**src/rtl/bht_scheduler.sv**
```systemverilog
// Branch history table of 2-bit saturating counters with a lookup-priority access
// scheduler, post-reset init sweep and a ROB update FIFO. Optional perf counters: BHT_PERF_EN.
module bht_scheduler #(
    parameter int INDEX_W    = 8,
    parameter int FIFO_DEPTH = 4
) (
    input  logic               clk,
    input  logic               rst,
    input  logic               rdy,
    input  logic               lookup_valid,
    input  logic [31:0]        lookup_pc,
    output logic               lookup_ready,
    output logic               lookup_resp_valid,
    output logic               lookup_taken,
    input  logic               upd_valid,
    input  logic [INDEX_W-1:0] upd_index,
    input  logic               upd_taken,
    output logic               upd_ready,
    output logic               init_done
`ifdef BHT_PERF_EN
    ,
    output logic [31:0]        perf_lookups,
    output logic [31:0]        perf_lookup_stalls
`endif
);

    localparam int ENTRIES = 1 << INDEX_W;
    localparam int PTR_W   = $clog2(FIFO_DEPTH);
    localparam int CNT_W   = PTR_W + 1;
    localparam logic [CNT_W-1:0]   FULL_CNT  = CNT_W'(FIFO_DEPTH);
    localparam logic [INDEX_W-1:0] INIT_LAST = '1;

    typedef enum logic {
        ST_INIT,
        ST_RUN
    } state_t;

    state_t             state_reg, state_next;
    logic [INDEX_W-1:0] init_idx_reg, init_idx_next;

    logic [1:0]         bht_mem [ENTRIES];
    logic               tbl_we;
    logic [INDEX_W-1:0] tbl_waddr;
    logic [1:0]         tbl_wdata;

    logic [INDEX_W:0]   fifo_q [FIFO_DEPTH];
    logic [PTR_W-1:0]   wr_ptr_reg, rd_ptr_reg;
    logic [CNT_W-1:0]   count_reg;

    logic               run;
    logic               fifo_full;
    logic               fifo_empty;
    logic               lookup_fire;
    logic               enq;
    logic               deq;
    logic [INDEX_W-1:0] lookup_idx;
    logic [INDEX_W:0]   head_entry;
    logic [INDEX_W-1:0] head_idx;
    logic               head_taken;
    logic [1:0]         head_ctr;
    logic [1:0]         ctr_updated;

    logic               lookup_resp_valid_reg;
    logic               lookup_taken_reg;

    logic               unused_pc_bits;
    assign unused_pc_bits = ^{lookup_pc[31:INDEX_W+2], lookup_pc[1:0]};

    // ---------------- scheduler decisions ----------------
    assign run          = (state_reg == ST_RUN);
    assign fifo_full    = (count_reg == FULL_CNT);
    assign fifo_empty   = (count_reg == '0);
    assign lookup_ready = run && !fifo_full;
    assign upd_ready    = run && !fifo_full;
    assign init_done    = run;

    assign lookup_idx  = lookup_pc[INDEX_W+1:2];
    assign lookup_fire = rdy && lookup_valid && lookup_ready;
    assign enq         = rdy && upd_valid && upd_ready;
    // A full FIFO pre-empts lookups; otherwise drains only use idle slots.
    assign deq         = rdy && run && (fifo_full || (!lookup_valid && !fifo_empty));

    // ---------------- FSM ----------------
    always_ff @(posedge clk or negedge rst) begin
        if (!rst) begin
            state_reg    <= ST_INIT;
            init_idx_reg <= '0;
        end else begin
            state_reg    <= state_next;
            init_idx_reg <= init_idx_next;
        end
    end

    always_comb begin
        state_next    = state_reg;
        init_idx_next = init_idx_reg;
        case (state_reg)
            ST_INIT: begin
                if (rdy) begin
                    if (init_idx_reg == INIT_LAST) begin
                        state_next = ST_RUN;
                    end else begin
                        init_idx_next = init_idx_reg + INDEX_W'(1);
                    end
                end
            end
            ST_RUN: begin
                state_next = ST_RUN;
            end
            default: begin
                state_next = ST_INIT;
            end
        endcase
    end

    // ---------------- update FIFO ----------------
    genvar gi;
    generate
        for (gi = 0; gi < FIFO_DEPTH; gi++) begin : g_fifo
            logic [INDEX_W:0] entry_reg;
            always_ff @(posedge clk) begin
                if (enq && (wr_ptr_reg == PTR_W'(gi))) begin
                    entry_reg <= {upd_taken, upd_index};
                end
            end
            assign fifo_q[gi] = entry_reg;
        end
    endgenerate

    always_ff @(posedge clk or negedge rst) begin
        if (!rst) begin
            wr_ptr_reg <= '0;
            rd_ptr_reg <= '0;
            count_reg  <= '0;
        end else begin
            if (enq) begin
                wr_ptr_reg <= wr_ptr_reg + PTR_W'(1);
            end
            if (deq) begin
                rd_ptr_reg <= rd_ptr_reg + PTR_W'(1);
            end
            case ({enq, deq})
                2'b10:   count_reg <= count_reg + CNT_W'(1);
                2'b01:   count_reg <= count_reg - CNT_W'(1);
                default: count_reg <= count_reg;
            endcase
        end
    end

    // ---------------- drain: read-modify-write of head counter ----------------
    assign head_entry = fifo_q[rd_ptr_reg];
    assign head_idx   = head_entry[INDEX_W-1:0];
    assign head_taken = head_entry[INDEX_W];
    assign head_ctr   = bht_mem[head_idx];

    always_comb begin
        ctr_updated = head_ctr;
        if (head_taken) begin
            if (head_ctr != 2'b11) begin
                ctr_updated = head_ctr + 2'd1;
            end
        end else begin
            if (head_ctr != 2'b00) begin
                ctr_updated = head_ctr - 2'd1;
            end
        end
    end

    // ---------------- table write port ----------------
    always_comb begin
        tbl_we    = 1'b0;
        tbl_waddr = '0;
        tbl_wdata = 2'b00;
        if (state_reg == ST_INIT && rdy) begin
            tbl_we    = 1'b1;
            tbl_waddr = init_idx_reg;
            tbl_wdata = 2'b01;
        end else if (deq) begin
            tbl_we    = 1'b1;
            tbl_waddr = head_idx;
            tbl_wdata = ctr_updated;
        end
    end

    always_ff @(posedge clk) begin
        if (tbl_we) begin
            bht_mem[tbl_waddr] <= tbl_wdata;
        end
    end

    // ---------------- lookup response (registered read) ----------------
    always_ff @(posedge clk or negedge rst) begin
        if (!rst) begin
            lookup_resp_valid_reg <= 1'b0;
            lookup_taken_reg      <= 1'b0;
        end else if (rdy) begin
            lookup_resp_valid_reg <= lookup_fire;
            if (lookup_fire) begin
                lookup_taken_reg <= bht_mem[lookup_idx][1];
            end
        end
    end

    assign lookup_resp_valid = lookup_resp_valid_reg;
    assign lookup_taken      = lookup_taken_reg;

`ifdef BHT_PERF_EN
    logic [31:0] perf_lookups_reg;
    logic [31:0] perf_lookup_stalls_reg;

    always_ff @(posedge clk or negedge rst) begin
        if (!rst) begin
            perf_lookups_reg       <= '0;
            perf_lookup_stalls_reg <= '0;
        end else if (rdy && run) begin
            if (lookup_fire) begin
                perf_lookups_reg <= perf_lookups_reg + 32'd1;
            end
            if (lookup_valid && !lookup_ready) begin
                perf_lookup_stalls_reg <= perf_lookup_stalls_reg + 32'd1;
            end
        end
    end

    assign perf_lookups       = perf_lookups_reg;
    assign perf_lookup_stalls = perf_lookup_stalls_reg;
`endif

endmodule
```
**config.mk**
```make
export PLATFORM = sky130hd
export DESIGN_NAME = bht_scheduler
export DESIGN_NICKNAME = d
export VERILOG_FILES = /design/src/rtl/bht_scheduler.sv
export SDC_FILE = /design/constraint.sdc
export NUM_CORES = 1
export LEC_CHECK = 0
export ABC_AREA = 1
export ABC_CLOCK_PERIOD_IN_PS = 21000
export CAP_MARGIN = 20
export CORE_ASPECT_RATIO = 0.7
export CORE_MARGIN = 2
export CORE_UTILIZATION = 45
export CTS_CLUSTER_DIAMETER = 60
export DETAILED_ROUTE_END_ITERATION = 12
export PLACE_DENSITY = 0.64
export SETUP_SLACK_MARGIN = 0.2
export SLEW_MARGIN = 25
export SYNTH_ARGS = -nofsm -noshare
export SYNTH_HDL_FRONTEND = slang
export SYNTH_SLANG_ARGS = --single-unit
```
**constraint.sdc**
```tcl
create_clock -name clk -period 21 [get_ports clk]
set_clock_uncertainty 0.1 [all_clocks]
set_input_delay 4.2 -clock clk [delete_from_list [all_inputs] [get_ports clk]]
set_output_delay 4.2 -clock clk [all_outputs]
set_load 0.03 [all_outputs]
```
Word-level counts from Yosys, hierarchy flattened --
Memory sizes are Yosys's and may differ from the RTL's. A register that Yosys moved wholly into a read port is not among the register bits. Cells that the tools add are included.
Word-level totals: bits in registers 53, word-level logic and storage cells 72, memories kept 1, memory bits (writable) 512, bits of input ports 46, output and inout port bits 5
Operators by class: bitwise gates (word level) 3, add/subtract/negate cells 7, equal/unequal tests 8, $lt $le $gt $ge 1, mux-type cells 18, reductions and logical operators 24
Memories:
- bht_mem | words 256, bits a word 2, rd ports 2, clocked after Yosys merged registers in 1, wr ports 1, line 41 | logic [1:0] bht_mem [ENTRIES];
Operators by type and width (count):
- $bmux W9 S2 | 1
- $mux W9 | 2
- $mux W8 | 2
- $logic_and A1 B1 Y1 | 13
- $mux W2 | 5
- $add A8 B1 Y8 const B | 1
- $eq A8 B8 Y1 const B | 1
- $add A2 B1 Y2 const B | 3
- $eq A2 B2 Y1 const B | 3
- $mux W1 | 6
- $pmux W3 S2 | 1
- $eq A2 B1 Y1 const B | 2
- $logic_not A1 Y1 | 4
- $reduce_bool A2 Y1 | 2
- $add A3 B1 Y3 const B | 1
- $eq A3 B3 Y1 const B | 1
- $ge A3 B3 Y1 const B | 1
- $logic_not A3 Y1 | 1
- $not A2 Y3 | 1
- $reduce_and A3 Y1 | 1
- $sub A3 B1 Y3 const B | 1
- $logic_not A2 Y1 | 1
- $ne A2 B2 Y1 const B | 1
- $not A1 Y1 | 2
- other kinds (4) | 4

Logic depth before layout (Yosys ltp) --
An unclocked memory read counts as a cell.
depth in word-level cells 10, depth in mapped cells 21, gate-level depth less buffers 19

Least setup slack after synthesis --
OpenSTA, ideal clock, no wires.
kind input to register, start input lookup_valid, end memory bht_mem[0][1], data pin, required time 19.323 ns, setup time 1.577 ns, slack 7.707 ns, data arrival time 11.616 ns, stages 5, path buffers 0, cells stage by stage inv_1 > o21ai_1 > a21oi_4 > nand2_1 > a21oi_1
Between the ends: cells in the longest elaborated chain, start to end 6
RTL lines:
- start, declared | line 10 | input logic lookup_valid,
- $logic_not A1 Y1 | line 81 | assign deq = rdy && run && (fifo_full || (!lookup_valid && !fifo_empty));
- $logic_and A1 B1 Y1 | line 81
- $logic_or A1 B1 Y1 | line 81
- $logic_and A1 B1 Y1 | line 81
- via deq | line 55 | logic deq;
- $mux W2 | line 178 | end else if (deq) begin
- $mux W2 | line 174 | if (state_reg == ST_INIT && rdy) begin
- via tbl_wdata[1] | line 44 | logic [1:0] tbl_wdata;
- end, declared | line 41
The timed path passes the listed nets, and every way through them passes these cells.

Worst setup path after layout --
start register rd_ptr_reg[0], end memory bht_mem[217][0], data pin
Between the ends: cells in the longest elaborated chain, start to end 10, elaborated cells on any way between the ends 14, those cells by class add/sub: 2; eq/ne: 1; mux: 8; bitwise: 1; reduce/logical: 1; memory: 1
RTL lines:
- start, declared | line 47 | logic [PTR_W-1:0] wr_ptr_reg, rd_ptr_reg;
- start signal, assigned | line 140 | rd_ptr_reg <= rd_ptr_reg + PTR_W'(1);
- $not A2 Y3 (implied by the code) * | line 151 | assign head_entry = fifo_q[rd_ptr_reg];
- $bmux W9 S2 * | line 151
- $mux W9 (implied by the code) * (2 in a row) | line 151
- $mem_v2 Z256 W2
- $sub A2 B1 Y2, or another cell as far along | line 164 | ctr_updated = head_ctr - 2'd1;
- $mux W2, on equally long branches | line 163, 159
- $mux W2 * | line 158 | if (head_taken) begin
- $mux W2 * | line 178
- $mux W2 * | line 174
- via tbl_wdata[0] | line 44
The timed path passes the listed nets; every way through them passes the cells marked *. The select of a mux whose other input is x is not followed.

==> results.py <==
metrics = {
    "sta": {
        "tightestPinTransition_ns": 1.10,
        "fin_tns_setup_ns": 0,
        "timing.hold.ws_ns": 0.377,
        "hold_viol": 0,
        "final_critical_path_setup_slack_ns": 13.41,
        "time_the_worst_path_needs_with_i_o_delays_and_setup_ns": 7.59,
        "slew-limit-headroom": 0.265,
        "drv_slew": 0,
        "timing.fmax_mhz": 132,
        "finalSetupViolCount": 0,
        "fin_crit_sh": 0.361,
        "rsz0062_at_grt": "false",
    },
    "worst_setup_path": {
        "timing.critical_path.from_type": "register",
        "worstPathRequired_ns": 21.16,
        "timing_worst_setup_path_type": "reg -> reg",
        "setup.worst_path.end_class": "register",
        "cp.arrival_ns": 7.75,
        "critical_path_peak_fanout": 149,
        "setup.reg_to_reg.worst_slack_ns": 13.41,
    },
    "route": {
        "route.detailed.vias_per_inst": 5.95,
        "first_pass_iters": 7,
        "post-route-drc-count": 0,
        "dr_total_vias": 21400,
        "ant_nets": 0,
        "wire_per_inst_um": 23.4,
        "route.final.wire_length_um": 84100,
        "iteration_0_drc_markers": 2878,
    },
    "clock_tree": {
        "cts_htree_levels": 2,
        "postCtsSetupRepairBufs": 0,
        "clock-root-buffer": "clkbuf_16",
        "clock_sink_count": 566,
        "ctsLongestPathBuffers": 3,
        "clk_pin_slew_worst_setup_hold_paths_ns": 0.06,
        "postCtsHoldBufs": 0,
        "cts_tree": "built",
        "numCtsBuffers": 53,
        "insertion_delay_ns": 0.61,
        "cts_repair_resize_count": 0,
    },
    "synth": {
        "synthesis.area_per_instance_um2": 9.64,
        "synth_flop_cell": "edfxtp_1",
        "synth_fp_nets": 2884,
        "asyncSetResetFlopFracSynth": 0.0318,
        "synth.cells.most_frequent": "614 x nand2_1, 548 x edfxtp_1, 531 x nand3_1",
        "post_synth_edffs": 548,
        "netlist_instances": 2831,
        "netlist_area_before_placement_mm2": 0.0273,
        "seq_area_frac_synth": 0.619,
        "synth.distinct_cells": 43,
        "synthDominantCellAreaShare": 0.603,
        "ys_warn_count": 0,
        "ys_top_cells_by_area": "edfxtp_1 60%, nand3_1 9.7%, nand2_1 8.4%, nor2_1 5.2%, o21ai_0 2.6%",
        "number_of_register_bits_inferred_by_synthesis": 566,
        "yosysMostFrequentCell": "nand2_1",
        "synth.largest_area_cell": "edfxtp_1",
    },
    "power_and_ir_drop": {
        "power.internal_mw": 2.48,
        "share_seq_of_total_power": 0.339,
        "p_per_area_mw_per_mm2": 147,
        "part_of_the_power_in_the_clock_network": 0.225,
        "power_switching_share": 0.434,
        "vdd_drop_max_mv": 0.131,
        "total_leakage_power_nw": 10.7,
        "total_net_switching_power_mw": 1.90,
        "combinationalPowerShare": 0.437,
    },
    "place": {
        "place.gp.congestion": 0.850,
        "io_buffers": 26,
        "dp.final_hpwl_um": 45000,
        "place_ws_ns": 13.22,
        "placed_cell_area_mm2": 0.0280,
    },
    "die": {
        "initial_utilization": 0.455,
        "design.die.area_mm2": 0.0627,
        "die_x_um": 298,
        "die_y_extent_um": 210,
        "number_of_cell_rows": 75,
        "i_o_pin_total": 51,
        "core_area_mm2": 0.0600,
    },
    "finish": {
        "largest_register_ff_count": 512,
        "final_net_count": 2800,
        "final_area_mm2": 0.0298,
        "area_delta_synth_final_pct": 9.08,
        "antenna-diode-count": 0,
        "post_route_cells_drive_above_1_share": 0.0674,
        "post-route-util": 0.497,
        "num-fill-cells": 5374,
    },
    "grt": {
        "grtUsageTotal": 0.266,
        "grt_max_degree": 257,
        "antenna_found_initial": 2,
        "grt-ovfl-total": 0,
        "first_pass_grt_wire_length_um": 127000,
        "grt_pass1_vias": 20500,
    },
    "run_status": {
        "outcome": "complete, no violations",
    },
    "job": {
        "total_of_max_cap_violations": 0,
    },
    "hold_path": {
        "worstHoldPathType": "reg -> reg",
    },
}
==> power by group through the flow <==
stage | registers (mW) | clock network [mW] | logic [mW]
floorplan | 1.57 | 0 | 1.23
global placement | 1.51 | 0 | 1.82
detailed placement | 1.51 | 0 | 1.85
CTS | 1.48 | 0.993 | 1.85
global route | 1.48 | 1.03 | 2.06
finish | 1.48 | 0.982 | 1.91
==> metrics by stage <==
stage,power (mW),cells
floorplan,2.80,2831
global placement,3.33,3499
detailed placement,3.35,3499
CTS,4.33,3595
global route,4.58,3596
finish,4.38,3596
==> path summary, 6_finish.rpt <==
check,start,to,depth (start not counted)
max in group asynchronous,rst,rd_ptr_reg[1],1
min in group asynchronous,rst,lookup_taken,1
worst max register to register,rd_ptr_reg[0],bht_mem[217][0],21
worst max-delay path,rd_ptr_reg[0],bht_mem[217][0],21
worst min-delay path,count_reg[2],count_reg[2],1
worst min register to register,count_reg[2],count_reg[2],1
==> critical path, stage by stage (launching register included) <==
cell and delay, ns:
dfrtp_1 0.77, inv_2 0.28, nand2_1 0.18, nand3_4 0.58, nand2_8 0.69, buf_4 0.59
buf_12 0.53, nand2_1 0.10, nand2_1 0.10, nand2_1 0.05, nand3_1 0.16, nand3_1 0.10
nand3_1 0.24, nand3_1 0.19, nand3_1 0.12, nand3_1 0.11, nand3_1 0.09, nand2_1 0.10
inv_1 0.08, nand2_1 0.11, nand2_4 0.68, buf_4 0.85
==> area by class of cell <==
cell class | instances | area [um2] | area share
Multi-Input combinational cell | 1916 | 9010 | 0.302
Clock buffer | 64 | 1410 | 0.0473
Tap cell | 808 | 1010 | 0.0339
Inverter | 148 | 567 | 0.0190
Clock inverter | 32 | 320 | 0.0108
Sequential cell | 566 | 16900 | 0.568
Timing Repair Buffer | 62 | 563 | 0.0189
==> cells by family after synthesis <==
group	after synthesis	share of synthesized area
AO/OA/AOI/OAI	268	0.0582
XOR/XNOR	9	0.00289
adder cells (fa/ha/maj)	7	0.00348
buffers and inverters	349	0.0538
flip-flops	566	0.619
multiplexers	1	0.000412
AND/OR/NAND/NOR	1631	0.262
==> per-layer routing <==
layer | global-route usage | part of all wire
met5 | 0 | 0
met3 | 0.0573 | 0.13
met2 | 0.400 | 0.43
met1 | 0.386 | 0.41
met4 | 0.0868 | 0.032
==> placed cells by master, fill, tap and decap left out, types with 2 or more instances in the layout <==
cell type / instances
a211oi_1: 5
a21boi_2: 2
a21oi_1: 50
a21oi_4: 3
a32oi_2: 2
a32oi_4: 3
buf_12: 2
buf_2: 2
buf_4: 34
bufinv_16: 7
clkbuf_1: 9
clkbuf_16: 55
clkdlybuf4s50_1: 23
clkinv_1: 15
clkinv_2: 10
dfrtp_1: 18
edfxtp_1: 548
ha_1: 6
inv_1: 126
inv_2: 19
nand2_1: 609
nand2_2: 11
nand2_4: 2
nand3_1: 531
nand3_4: 2
nand3b_1: 60
nor2_1: 376
nor2_2: 7
nor2_4: 5
nor3_1: 9
o211ai_1: 6
o21ai_0: 142
o22ai_1: 45
o22ai_2: 4
or2_1: 6
or2_2: 11
xnor2_1: 3
xor2_1: 6
Power figures use the tool's default switching activity.
